===== src/rtl/mcs4_pkg.sv =====
// Shared definitions for the MCS-4 bus tracer: phase encodings, trace record
// layout and the phase-advance helper.
package mcs4_pkg;

  localparam logic [3:0] PH_A1       = 4'd0;
  localparam logic [3:0] PH_A2       = 4'd1;
  localparam logic [3:0] PH_A3       = 4'd2;
  localparam logic [3:0] PH_M1       = 4'd3;
  localparam logic [3:0] PH_M2       = 4'd4;
  localparam logic [3:0] PH_X1       = 4'd5;
  localparam logic [3:0] PH_X2       = 4'd6;
  localparam logic [3:0] PH_X3       = 4'd7;
  localparam logic [3:0] PH_UNLOCKED = 4'd8;

  localparam int unsigned REC_W = 21;

  typedef struct packed {
    logic        cmrom;
    logic [11:0] addr;
    logic [7:0]  opcode;
  } trace_rec_t;

  function automatic logic [3:0] next_phase(input logic [3:0] ph);
    case (ph)
      PH_A1:   return PH_A2;
      PH_A2:   return PH_A3;
      PH_A3:   return PH_M1;
      PH_M1:   return PH_M2;
      PH_M2:   return PH_X1;
      PH_X1:   return PH_X2;
      PH_X2:   return PH_X3;
      PH_X3:   return PH_A1;
      default: return PH_UNLOCKED;
    endcase
  endfunction

endpackage


===== src/rtl/mcs4_bus_trace_if.sv =====
// Trace record stream: valid/ready handshake carrying one fetched instruction.
interface mcs4_bus_trace_if;
  logic        trace_valid;
  logic        trace_ready;
  logic [11:0] trace_addr;
  logic [7:0]  trace_opcode;
  logic        trace_cmrom;

  modport master (
    output trace_valid, trace_addr, trace_opcode, trace_cmrom,
    input  trace_ready
  );

  modport slave (
    input  trace_valid, trace_addr, trace_opcode, trace_cmrom,
    output trace_ready
  );
endinterface


===== src/rtl/mcs4_trace_fifo.sv =====
// First-word-fall-through record buffer with sticky overflow on dropped pushes.
module mcs4_trace_fifo #(
  parameter int unsigned DEPTH = 4,
  parameter int unsigned WIDTH = 21
) (
  input  logic             sysclk,
  input  logic             reset_n,
  input  logic             push,
  input  logic [WIDTH-1:0] push_data,
  input  logic             pop_ready,
  output logic             out_valid,
  output logic [WIDTH-1:0] out_data,
  output logic             overflow
);

  localparam int unsigned AW = (DEPTH > 1) ? $clog2(DEPTH) : 1;
  localparam int unsigned CW = AW + 1;
  localparam logic [CW-1:0] FULL_CNT = CW'(DEPTH);

  logic [WIDTH-1:0] mem [DEPTH];
  logic [AW-1:0]    wr_ptr, rd_ptr;
  logic [CW-1:0]    count;
  logic             full, pop, wr_en;

  assign out_valid = (count != '0);
  assign full      = (count == FULL_CNT);
  assign pop       = out_valid & pop_ready;
  // A pop on the same edge frees the slot, so a push to a full buffer still lands.
  assign wr_en     = push & (~full | pop);
  assign out_data  = out_valid ? mem[rd_ptr] : '0;

  always_ff @(posedge sysclk or negedge reset_n) begin
    if (!reset_n) begin
      wr_ptr   <= '0;
      rd_ptr   <= '0;
      count    <= '0;
      overflow <= 1'b0;
    end else begin
      if (wr_en) wr_ptr <= wr_ptr + AW'(1);
      if (pop)   rd_ptr <= rd_ptr + AW'(1);
      if (push && !wr_en) overflow <= 1'b1;
      case ({wr_en, pop})
        2'b10:   count <= count + CW'(1);
        2'b01:   count <= count - CW'(1);
        default: ;
      endcase
    end
  end

  always_ff @(posedge sysclk) begin
    if (wr_en) mem[wr_ptr] <= push_data;
  end

endmodule


===== src/rtl/mcs4_bus_trace.sv =====
// Passive 4004 bus observer: tracks the 8-phase instruction cycle from SYNC and
// clk2 falling edges, captures fetch address/opcode and buffers them as records.
module mcs4_bus_trace
  import mcs4_pkg::*;
#(
  parameter int unsigned FIFO_DEPTH = 4
) (
  input  logic                    sysclk,
  input  logic                    reset_n,
  input  logic                    clk1,
  input  logic                    clk2,
  input  logic                    sync,
  input  logic                    cmrom,
  input  logic [3:0]              data,
  mcs4_bus_trace_if.master        trace,
  output logic                    overflow,
  output logic                    locked
);

  logic       clk2_q;
  logic [3:0] phase;
  logic       adv;
  logic       push_q;
  trace_rec_t rec;
  trace_rec_t head;

  // clk2 falling edge, ignored when clk1 overlaps it.
  assign adv    = clk2_q & ~clk2 & ~clk1;
  assign locked = (phase != PH_UNLOCKED);

  always_ff @(posedge sysclk or negedge reset_n) begin
    if (!reset_n) begin
      clk2_q <= 1'b0;
      phase  <= PH_UNLOCKED;
      rec    <= '0;
      push_q <= 1'b0;
    end else begin
      clk2_q <= clk2;
      // Only an uninterrupted A1..M2 run reaches an M2 tick without SYNC.
      push_q <= adv && !sync && (phase == PH_M2);
      if (adv) begin
        if (phase == PH_UNLOCKED || phase == PH_X3) begin
          phase <= sync ? PH_A1 : PH_UNLOCKED;
        end else if (sync) begin
          phase <= PH_A1;
        end else begin
          phase <= next_phase(phase);
          case (phase)
            PH_A1: rec.addr[3:0]   <= data;
            PH_A2: rec.addr[7:4]   <= data;
            PH_A3: begin
              rec.addr[11:8] <= data;
              rec.cmrom      <= cmrom;
            end
            PH_M1: rec.opcode[7:4] <= data;
            PH_M2: rec.opcode[3:0] <= data;
            default: ;
          endcase
        end
      end
    end
  end

  mcs4_trace_fifo #(
    .DEPTH (FIFO_DEPTH),
    .WIDTH (REC_W)
  ) u_fifo (
    .sysclk    (sysclk),
    .reset_n   (reset_n),
    .push      (push_q),
    .push_data (rec),
    .pop_ready (trace.trace_ready),
    .out_valid (trace.trace_valid),
    .out_data  (head),
    .overflow  (overflow)
  );

  assign trace.trace_addr   = head.addr;
  assign trace.trace_opcode = head.opcode;
  assign trace.trace_cmrom  = head.cmrom;

endmodule


===== src/flat_wrapper.sv =====
// flat-port wrapper written by rule: the top's interface ports become plain ports
module mcs4_bus_trace_flat import mcs4_pkg::*;
#(
  parameter int unsigned FIFO_DEPTH = 4
)
  (sysclk, reset_n, clk1, clk2, sync, cmrom, data, overflow, locked, trace_trace_valid, trace_trace_addr, trace_trace_opcode, trace_trace_cmrom, trace_trace_ready);
  mcs4_bus_trace_if trace_i ();
  input  logic sysclk;
  input  logic reset_n;
  input  logic clk1;
  input  logic clk2;
  input  logic sync;
  input  logic cmrom;
  input  logic [3:0] data;
  output logic overflow;
  output logic locked;
  output wire logic [$bits(trace_i.trace_valid)-1:0] trace_trace_valid;
  output wire logic [$bits(trace_i.trace_addr)-1:0] trace_trace_addr;
  output wire logic [$bits(trace_i.trace_opcode)-1:0] trace_trace_opcode;
  output wire logic [$bits(trace_i.trace_cmrom)-1:0] trace_trace_cmrom;
  input wire logic [$bits(trace_i.trace_ready)-1:0] trace_trace_ready;
  assign trace_trace_valid = trace_i.trace_valid;
  assign trace_trace_addr = trace_i.trace_addr;
  assign trace_trace_opcode = trace_i.trace_opcode;
  assign trace_trace_cmrom = trace_i.trace_cmrom;
  assign trace_i.trace_ready = trace_trace_ready;
  mcs4_bus_trace #(.FIFO_DEPTH(FIFO_DEPTH)) u_core (.sysclk(sysclk), .reset_n(reset_n), .clk1(clk1), .clk2(clk2), .sync(sync), .cmrom(cmrom), .data(data), .trace(trace_i), .overflow(overflow), .locked(locked));
endmodule

===== config.mk =====
export PLATFORM = sky130hd
export DESIGN_NAME = mcs4_bus_trace_flat
export DESIGN_NICKNAME = d
export VERILOG_FILES = /design/src/rtl/mcs4_pkg.sv /design/src/rtl/mcs4_bus_trace_if.sv /design/src/rtl/mcs4_trace_fifo.sv /design/src/rtl/mcs4_bus_trace.sv /design/src/flat_wrapper.sv
export SDC_FILE = /design/constraint.sdc
export NUM_CORES = 1
export LEC_CHECK = 0
export CAP_MARGIN = 30
export CORE_MARGIN = 8
export CORE_UTILIZATION = 45
export CTS_BUF_LIST = sky130_fd_sc_hd__clkbuf_4 sky130_fd_sc_hd__clkbuf_8
export DETAILED_ROUTE_END_ITERATION = 7
export PLACE_DENSITY = 0.7
export SKIP_LAST_GASP = 1
export SYNTH_ARGS = -nofsm -noshare
export SYNTH_HDL_FRONTEND = slang
export SYNTH_SLANG_ARGS = --single-unit

===== constraint.sdc =====
create_clock -name sysclk -period 5.75 [get_ports sysclk]
set_clock_uncertainty 0.1 [all_clocks]
set_input_delay 0.8625 -clock sysclk [delete_from_list [all_inputs] [get_ports sysclk]]
set_output_delay 0.8625 -clock sysclk [all_outputs]
set_load 0.1 [all_outputs]

==> results_dict.tcl, run 1 <==
set metrics [dict create \
    status "finished, final reports clean" \
    crit_family "buffers and inverters" \
    nNetsFinal 326 \
    slowest_delay_ps 970 \
    avgViaCountPerCell 5.190 \
    clock_latency_ps 410 \
    num_vias 2351 \
    num_antenna_cells 0 \
    clock_sinks 119 \
    synth_top_cells_by_area "edfxtp_1 (53%), dfrtp_1 (18%), mux4_2 (10%)" \
    whs_ps 365.3 \
    avgSynthCellArea_sq_um 18.91 \
    globalplace.congestion 0.7463 \
    drt_pre_antenna_iters 4 \
    overflow 0 \
    synth_fp_nets 273 \
    cts_max_level 4 \
    detail_route.wirelength_mm 8.261 \
    ys_types 33 \
    crit_path_top_delay_cell "clkdlybuf4s50_1" \
    synth_area_sq_mm 0.004747 \
    ys_seq_area_frac 0.7161 \
    track_usage 0.1248 \
    yosysWarningCount 0 \
    final_cells 453 \
    dp_cells 421 \
    yosys_most_used_dff "edfxtp_1" \
    synthCells 251 \
    async_flop_share 0.2941 \
    die_w_um 118.7 \
    cts_tree "built" \
    yosysMostFrequentCell "edfxtp_1" \
    hold_path.class "reg2reg" \
    crit_chain "buf_4 > mux4_2 > and2_1 > clkdlybuf4s50_1" \
    crit_fanout 14 \
    clockRootBuffer "clkbuf_8" \
    drt_iter0_markers 75 \
    cts_buffers 17 \
    die_h_um 118.7 \
    ys_top_cells_by_count "edfxtp_1 (84), dfrtp_1 (34), and2_1 (26)" \
    clkTransAtPathRegs_ps 70 \
    grt_max_degree 36 \
    ant_nets 0 \
    synth_top_area_share 0.5314 \
    criticalPathCategory "reg2out" \
    fin_tns_setup_ps 0 \
    die-area_sq_mm 0.01409 \
    grt_pass1_vias 2573 \
    ys_seq_elements 119 \
    yosys.area.top_type "edfxtp_1" \
    cts_hold_buf 0 \
    setup_viol 0 \
    worstMarginPinSlew_ps 984.6 \
    cp.buffers_inverters 2 \
    cts-resized-gates 0 \
    clock.fmax_mhz 233.4 \
    drv_cap 0 \
    drc_errors 0 \
    synth_edf_count 84 \
    grt_antenna_before_repair 0 \
    grt_pass1_wl_mm 13.28 \
    period_minus_slack_ps 4285 \
    wire_per_inst_um 18.24 \
    drive_above_1_share 0.2744 \
    clock_path_buffers 2 \
    io_buffers 34 \
    hpwlAfterDp_mm 5.492 \
    start_kind "register" \
    end_kind "primary output" \
    finalMaxSlewViolations 0 \
    num_rows 37 \
    area_growth_pct 21.56 \
    arrival_ps 3320 \
    required_ps 4790 \
    core_sq_mm 0.01028 \
    start_util 0.4619 \
    postCtsSetupBuffers 0 \
    rsz0062_at_grt "no" \
    n_fill_cell 813 \
    io_pins 35 \
    fin_crit_sh 0.7453 \
    slew_headroom 0.3416 \
    finalHoldViolations 0 \
]
registers in the layout (all words and copies together) (netlist names):
signal                  cells
u_core.phase                4
u_core.u_fifo.overflow      1
u_core.u_fifo.wr_ptr        2
u_core.push_q               1
u_core.u_fifo.count         3
u_core.u_fifo.rd_ptr        2
u_core.clk2_q               1
u_core.rec                 21
u_core.u_fifo.mem          84
per-layer routing:
metal | wire length, um | track usage | vias up
li1 | - | - | 1072
met5 | 0 | 0 | -
met4 | 115 | 0.05929 | 0
met3 | 418 | 0.04046 | 12
met1 | 3576 | 0.1438 | 1211
met2 | 4150 | 0.2073 | 56
layout by cell type (no fill, tap or decap), drive strengths merged, types with 4 or more instances in the layout:
master         netlist  final
nand2                5      5
clkdlybuf4s50        0     34
nand4b               4      4
ha                  10     10
dfrtp               34     34
mux2                22     22
inv                  9     10
and2                26     26
buf                  4      7
clkinv               0     10
mux4                21     21
edfxtp              84     84
clkbuf               3     17
worst reg2reg max path, cell delays in order, from the launching register on:
cell and delay, ps:
dfrtp_1 410, or3_1 720, and2_1 350, ha_1 240, inv_1 70, fa_1 400
o21ai_0 180
logic make-up after synthesis:
kind of cell,share of synthesized area
flip-flops,0.7161
buffers and inverters,0.01344
AO/OA/AOI/OAI,0.008435
adder cells (fa/ha/maj),0.03057
AND/OR/NAND/NOR,0.06853
multiplexers,0.1518
XOR/XNOR,0.01107
final timing paths:
path,from,slack [ps],end,depth (start not counted)
worst max-delay path,u_core.u_fifo.rd_ptr[0]$_DFFE_PN0P_,1460,trace_trace_opcode[6],4
worst min-delay path,u_core.u_fifo.overflow$_DFFE_PN0P_,370,u_core.u_fifo.overflow$_DFFE_PN0P_,1
worst max register to register,u_core.u_fifo.count[1]$_DFFE_PN0P_,3200,u_core.u_fifo.count[1]$_DFFE_PN0P_,6
worst min register to register,u_core.u_fifo.overflow$_DFFE_PN0P_,370,u_core.u_fifo.overflow$_DFFE_PN0P_,1
max in group asynchronous,reset_n,4430,u_core.phase[3]$_DFFE_PN1P_,2
min in group asynchronous,reset_n,770,u_core.u_fifo.wr_ptr[1]$_DFFE_PN0P_,2
through the flow:
step	setup WS (ps)	instance area [sq um]	util
finish	1465	5771	0.5615
floorplan	2389	4747	-
detailed placement	1827	5380	0.5235
global placement	1827	5243	0.5101
CTS	1369	5771	0.5615
global route	1228	5771	0.5615
cell type report:
class                      instances  area [sq um]  area share
sequential                       119          3400      0.5891
multi-input combinational        116          1284      0.2225
timing repair buffer              41         493.0     0.08543
clock buffer                      17         234.0     0.04055
tap                              136         170.2     0.02949
clock inverter                    15         156.4     0.02710
inverter                           9         33.78    0.005854
Power of run 1 is left out: the tool's default activity adds up to more than one toggle a clock period on the data nets, which glitch-free logic cannot reach.
==> run 2, diff against run 1 <==
==> constraint.sdc (replaced) <==
create_clock -name sysclk -period 4.4 [get_ports sysclk]
set_clock_uncertainty 0.1 [all_clocks]
set_input_delay 0.66 -clock sysclk [delete_from_list [all_inputs] [get_ports sysclk]]
set_output_delay 0.66 -clock sysclk [all_outputs]
set_load 0.1 [all_outputs]
==> run 2 against run 1 <==
- sequential cell count is the same
- non-clock buffer count grew 1
- final cell count grew 0.22%
- sequential share of layout area grew 1.2 points
- critical path depth shrank 2
- via count shrank 1.1%
- cell area shrank 2.0%
- global-route usage grew 0.47 points
- setup slack lost 530 ps
- count of clock-buffer cells in the layout is the same
==> results_dict.tcl, run 2 (synthesis gave the netlist of run 1 again) <==
set metrics [dict create \
    place_ws_ps 1323 \
    grt_max_degree 36 \
    fin_crit_sh 0.7879 \
    overflow 0 \
    crit_family "buffers and inverters" \
    ant_nets 0 \
    criticalPathCategory "reg2out" \
    reg_top3 "u_core.u_fifo.mem (84), u_core.rec (21), u_core.phase (4)" \
    cp.buffers_inverters 1 \
    setup_slack_ps 933.1 \
    start_kind "register" \
    setup_viol 0 \
    drt_pre_antenna_iters 4 \
    num_vias 2324 \
    final_cell_mix "edfxtp_1 (84), dfrtp_1 (34), buf_4 (28)" \
    num_rows 37 \
    period_minus_slack_ps 3467 \
    startpoint "u_core.u_fifo.count[0]$_DFFE_PN0P_" \
    crit_path_top_delay_cell "clkdlybuf4s50_1" \
    io_buffers 34 \
    status "finished, final reports clean" \
    required_ps 3640 \
    avgViaCountPerCell 5.119 \
    num_antenna_cells 0 \
    area_growth_pct 19.14 \
    slowest_delay_ps 1270 \
    worstMarginPinSlew_ps 974.1 \
    rrSetupSlack_ps 1860 \
    die_w_um 118.7 \
    finalHoldViolations 0 \
    detail_route.wirelength_mm 8.442 \
    crit_chain "or3_1 > clkdlybuf4s50_1" \
    cts_tree "built" \
    cts_hold_buf 0 \
    drive_above_1_share 0.3428 \
    grt_antenna_before_repair 0 \
    nNetsFinal 327 \
    grt_pass1_vias 2549 \
    cts_buffers 17 \
    reg2reg_from "u_core.u_fifo.count[0]$_DFFE_PN0P_" \
    hold_path.class "reg2reg" \
    die_h_um 118.7 \
    drv_cap 0 \
    track_usage 0.1295 \
    arrival_ps 2710 \
    clock_latency_ps 410 \
    clockRootBuffer "clkbuf_8" \
    crit_fanout 24 \
    whs_ps 372.6 \
    slew_headroom 0.3486 \
    die-area_sq_mm 0.01409 \
    wire_per_inst_um 18.59 \
    hpwlAfterDp_mm 5.286 \
    cts-resized-gates 0 \
    drc_errors 0 \
    finalMaxSlewViolations 0 \
    grt_pass1_wl_mm 13.70 \
    final_common_cell "edfxtp_1" \
    start_util 0.4619 \
    postCtsSetupBuffers 0 \
    core_sq_mm 0.01028 \
    largest_reg_flops 84 \
    clock.fmax_mhz 288.4 \
    fin_tns_setup_ps 0 \
    clock_path_buffers 2 \
    cts_max_level 4 \
    rsz0062_at_grt "no" \
    clkTransAtPathRegs_ps 70 \
    min-delay-start "u_core.u_fifo.overflow$_DFFE_PN0P_" \
    end_kind "primary output" \
    io_pins 35 \
    drt_iter0_markers 101 \
    regMostFlops "u_core.u_fifo.mem" \
    clock_sinks 119 \
    globalplace.congestion 0.7322 \
]
## run 2: cell count changes in the layout (fill, tap and decap cells not counted), sizes merged
cell,before,now
buf,7,29
clkinv,10,5
inv,10,15
clkdlybuf4s50,34,13
## run 2: layer usage
| layer | up-vias | wire (um) | global-route usage |
|---|---|---|---|
| li1 | 1073 | - | - |
| met1 | 1185 | 3755 | 0.1559 |
| met2 | 60 | 4264 | 0.2052 |
| met3 | 6 | 374 | 0.05093 |
| met4 | 0 | 48 | 0.05217 |
| met5 | - | 0 | 0 |
## run 2: area by class of cell
class / count / area [sq um]
fillers: 813 / 4622
clock buffers: 17 / 234.0
multi-input cells: 116 / 1284
repair buffers: 42 / 367.9
flip-flops and latches: 119 / 3400
clock inverters: 15 / 166.4
well taps: 136 / 170.2
inverters: 9 / 33.78
## run 2: path summary, 6_finish.rpt
check / end / cells after the start
setup / recovery: trace_trace_valid / 2
hold / removal: u_core.u_fifo.overflow$_DFFE_PN0P_ / 1
setup reg to reg: u_core.u_fifo.count[2]$_DFFE_PN0P_ / 8
hold reg to reg: u_core.u_fifo.overflow$_DFFE_PN0P_ / 1
max in group asynchronous: u_core.phase[3]$_DFFE_PN1P_ / 2
min in group asynchronous: u_core.rec[2]$_DFFE_PN0P_ / 2
## run 2: stage by stage
step,utilization,cell area (sq um),instances
floorplan,-,4747,251
global placement,0.5086,5228,421
detailed placement,0.5113,5255,422
CTS,0.5503,5655,454
global route,0.5503,5655,454
finish,0.5503,5655,454
## run 2: worst register-to-register path: cells and delay by family (launching register included)
kind	cells	cell delay (ps)
flops	1	390
simple gates	3	1030
fa+ha+maj	2	570
buf+inv	1	60
xor+xnor	2	320
Power of run 2 is left out for the same reason.
==> run 3, diff against run 2 <==
--- a/config.mk
+++ b/config.mk
@@ -10,7 +10,7 @@
 export CORE_UTILIZATION = 45
 export CTS_BUF_LIST = sky130_fd_sc_hd__clkbuf_4 sky130_fd_sc_hd__clkbuf_8
 export DETAILED_ROUTE_END_ITERATION = 7
-export PLACE_DENSITY = 0.7
+export PLACE_DENSITY = 0.72
 export SKIP_LAST_GASP = 1
 export SYNTH_ARGS = -nofsm -noshare
 export SYNTH_HDL_FRONTEND = slang
==> constraint.sdc (replaced) <==
create_clock -name sysclk -period 3 [get_ports sysclk]
set_clock_uncertainty 0.1 [all_clocks]
set_input_delay 0.45 -clock sysclk [delete_from_list [all_inputs] [get_ports sysclk]]
set_output_delay 0.45 -clock sysclk [all_outputs]
set_load 0.1 [all_outputs]
==> run 3 against run 2 <==
- setup slack got worse by 570 ps
- count of clock-buffer cells in the layout unchanged
- global-route usage is 0.45 points lower
- wire length down 2.7%
- non-clock buffer count up 1
- die area stayed put
- sequential cell count did not move
- hold slack got worse by 13 ps
- sequential share of layout area fell by 2.1 points
- largest cell class unchanged
==> results_dict.tcl, run 3 (synthesis gave the netlist of run 1 again) <==
set metrics [dict create \
    io_pins 35 \
    rsz0062_at_grt "no" \
    num_antenna_cells 0 \
    drc_errors 0 \
    required_ps 2450 \
    cts_max_level 4 \
    grt_pass1_wl_mm 13.44 \
    num_rows 37 \
    cts_hold_buf 0 \
    reg_top3 "u_core.u_fifo.mem (84), u_core.rec (21), u_core.phase (4)" \
    clkTransAtPathRegs_ps 70 \
    arrival_ps 2080 \
    ant_nets 0 \
    die_w_um 118.7 \
    wire_per_inst_um 18.04 \
    postCtsSetupBuffers 0 \
    dpl_cell_area_sq_mm 0.005498 \
    drv_cap 0 \
    area_growth_pct 23.54 \
    status "finished, final reports clean" \
    crit_path_top_delay_cell "mux4_2" \
    rrSetupSlack_ps 690 \
    slew_headroom 0.6810 \
    setup_viol 0 \
    die_h_um 118.7 \
    drt_iter0_markers 95 \
    grt_max_degree 36 \
    nNetsFinal 328 \
    fin_tns_setup_ps 0 \
    overflow 0 \
    globalplace.congestion 0.7906 \
    final_cell_mix "edfxtp_1 (84), dfrtp_1 (34), and2_1 (26)" \
    crit_fanout 18 \
    dp_cells 423 \
    whs_ps 359.4 \
    clock_sinks 119 \
    drt_pre_antenna_iters 7 \
    clock.fmax_mhz 379.6 \
    finalMaxSlewViolations 0 \
    worstMarginPinSlew_ps 478.5 \
    largest_reg_flops 84 \
    finalHoldViolations 0 \
    hpwlAfterDp_mm 5.156 \
    avgViaCountPerCell 5.086 \
    num_vias 2314 \
    hold_path.class "in2async" \
    die-area_sq_mm 0.01409 \
    start_kind "register" \
    core_sq_mm 0.01028 \
    detail_route.wirelength_mm 8.210 \
    grt_antenna_before_repair 0 \
    slowest_delay_ps 580 \
    track_usage 0.1250 \
    clock_path_buffers 2 \
    fin_crit_sh 0.8781 \
    crit_chain "buf_4 > mux4_2 > and2_1 > buf_12" \
    final_common_cell "edfxtp_1" \
    cts_tree "built" \
    regMostFlops "u_core.u_fifo.mem" \
    io_buffers 34 \
    criticalPathCategory "reg2out" \
    r2r_cells 9 \
    period_minus_slack_ps 2634 \
    start_util 0.4619 \
    final_cells 455 \
    drive_above_1_share 0.3511 \
    grt_pass1_vias 2534 \
    cts-resized-gates 0 \
    finalInstanceArea_sq_mm 0.005864 \
    clockRootBuffer "clkbuf_8" \
    clock_latency_ps 410 \
    cts_buffers 17 \
    end_kind "primary output" \
]
[run 3: changes by cell type in the layout (fill, tap and decap cells not counted), sizes merged]
cell           delta
clkinv            +2
clkinvlp          +4
buf               +4
bufinv            -1
inv               -5
clkdlybuf4s50     -3
[run 3: cell type report]
cell class | count | area (sq um)
Fill cell | 796 | 4413
Sequential cell | 119 | 3400
Multi-Input combinational cell | 116 | 1284
Timing Repair Buffer | 43 | 610.6
Clock buffer | 17 | 234.0
Tap cell | 136 | 170.2
Clock inverter | 15 | 132.6
Inverter | 9 | 33.78
[run 3: path summary, 6_finish.rpt]
kind | from | to
setup reg to reg | u_core.u_fifo.count[1]$_DFFE_PN0P_ | u_core.u_fifo.count[2]$_DFFE_PN0P_
hold / removal | reset_n | u_core.u_fifo.wr_ptr[0]$_DFFE_PN0P_
max in group asynchronous | reset_n | u_core.phase[3]$_DFFE_PN1P_
hold reg to reg | u_core.u_fifo.overflow$_DFFE_PN0P_ | u_core.u_fifo.overflow$_DFFE_PN0P_
setup / recovery | u_core.u_fifo.rd_ptr[0]$_DFFE_PN0P_ | trace_trace_opcode[4]
min in group sysclk | u_core.u_fifo.overflow$_DFFE_PN0P_ | u_core.u_fifo.overflow$_DFFE_PN0P_
[run 3: worst max-delay path, delay by kind of cell (launching register included)]
| kind | cells | cell delay (ps) |
|---|---|---|
| muxes | 1 | 580 |
| buffers and inverters | 2 | 530 |
| DFF | 1 | 350 |
| and+or+nand+nor | 1 | 210 |
[run 3: metal layers]
metal / GRT usage / wire [um] / vias to the layer above
met5: 0 / 0 / -
met4: 0.06166 / 145 / 0
met3: 0.03855 / 353 / 10
met2: 0.2024 / 4141 / 56
met1: 0.1493 / 3570 / 1177
li1: - / - / 1071
[run 3: stage by stage]
step                      worst slack [ps]  utilization
final                                365.7       0.5706
after global routing                 227.4       0.5706
after CTS                            320.9       0.5706
after detailed placement             235.0       0.5349
after global placement               359.8       0.5349
after floorplan                      51.76            -
Power of run 3 is left out for the same reason.
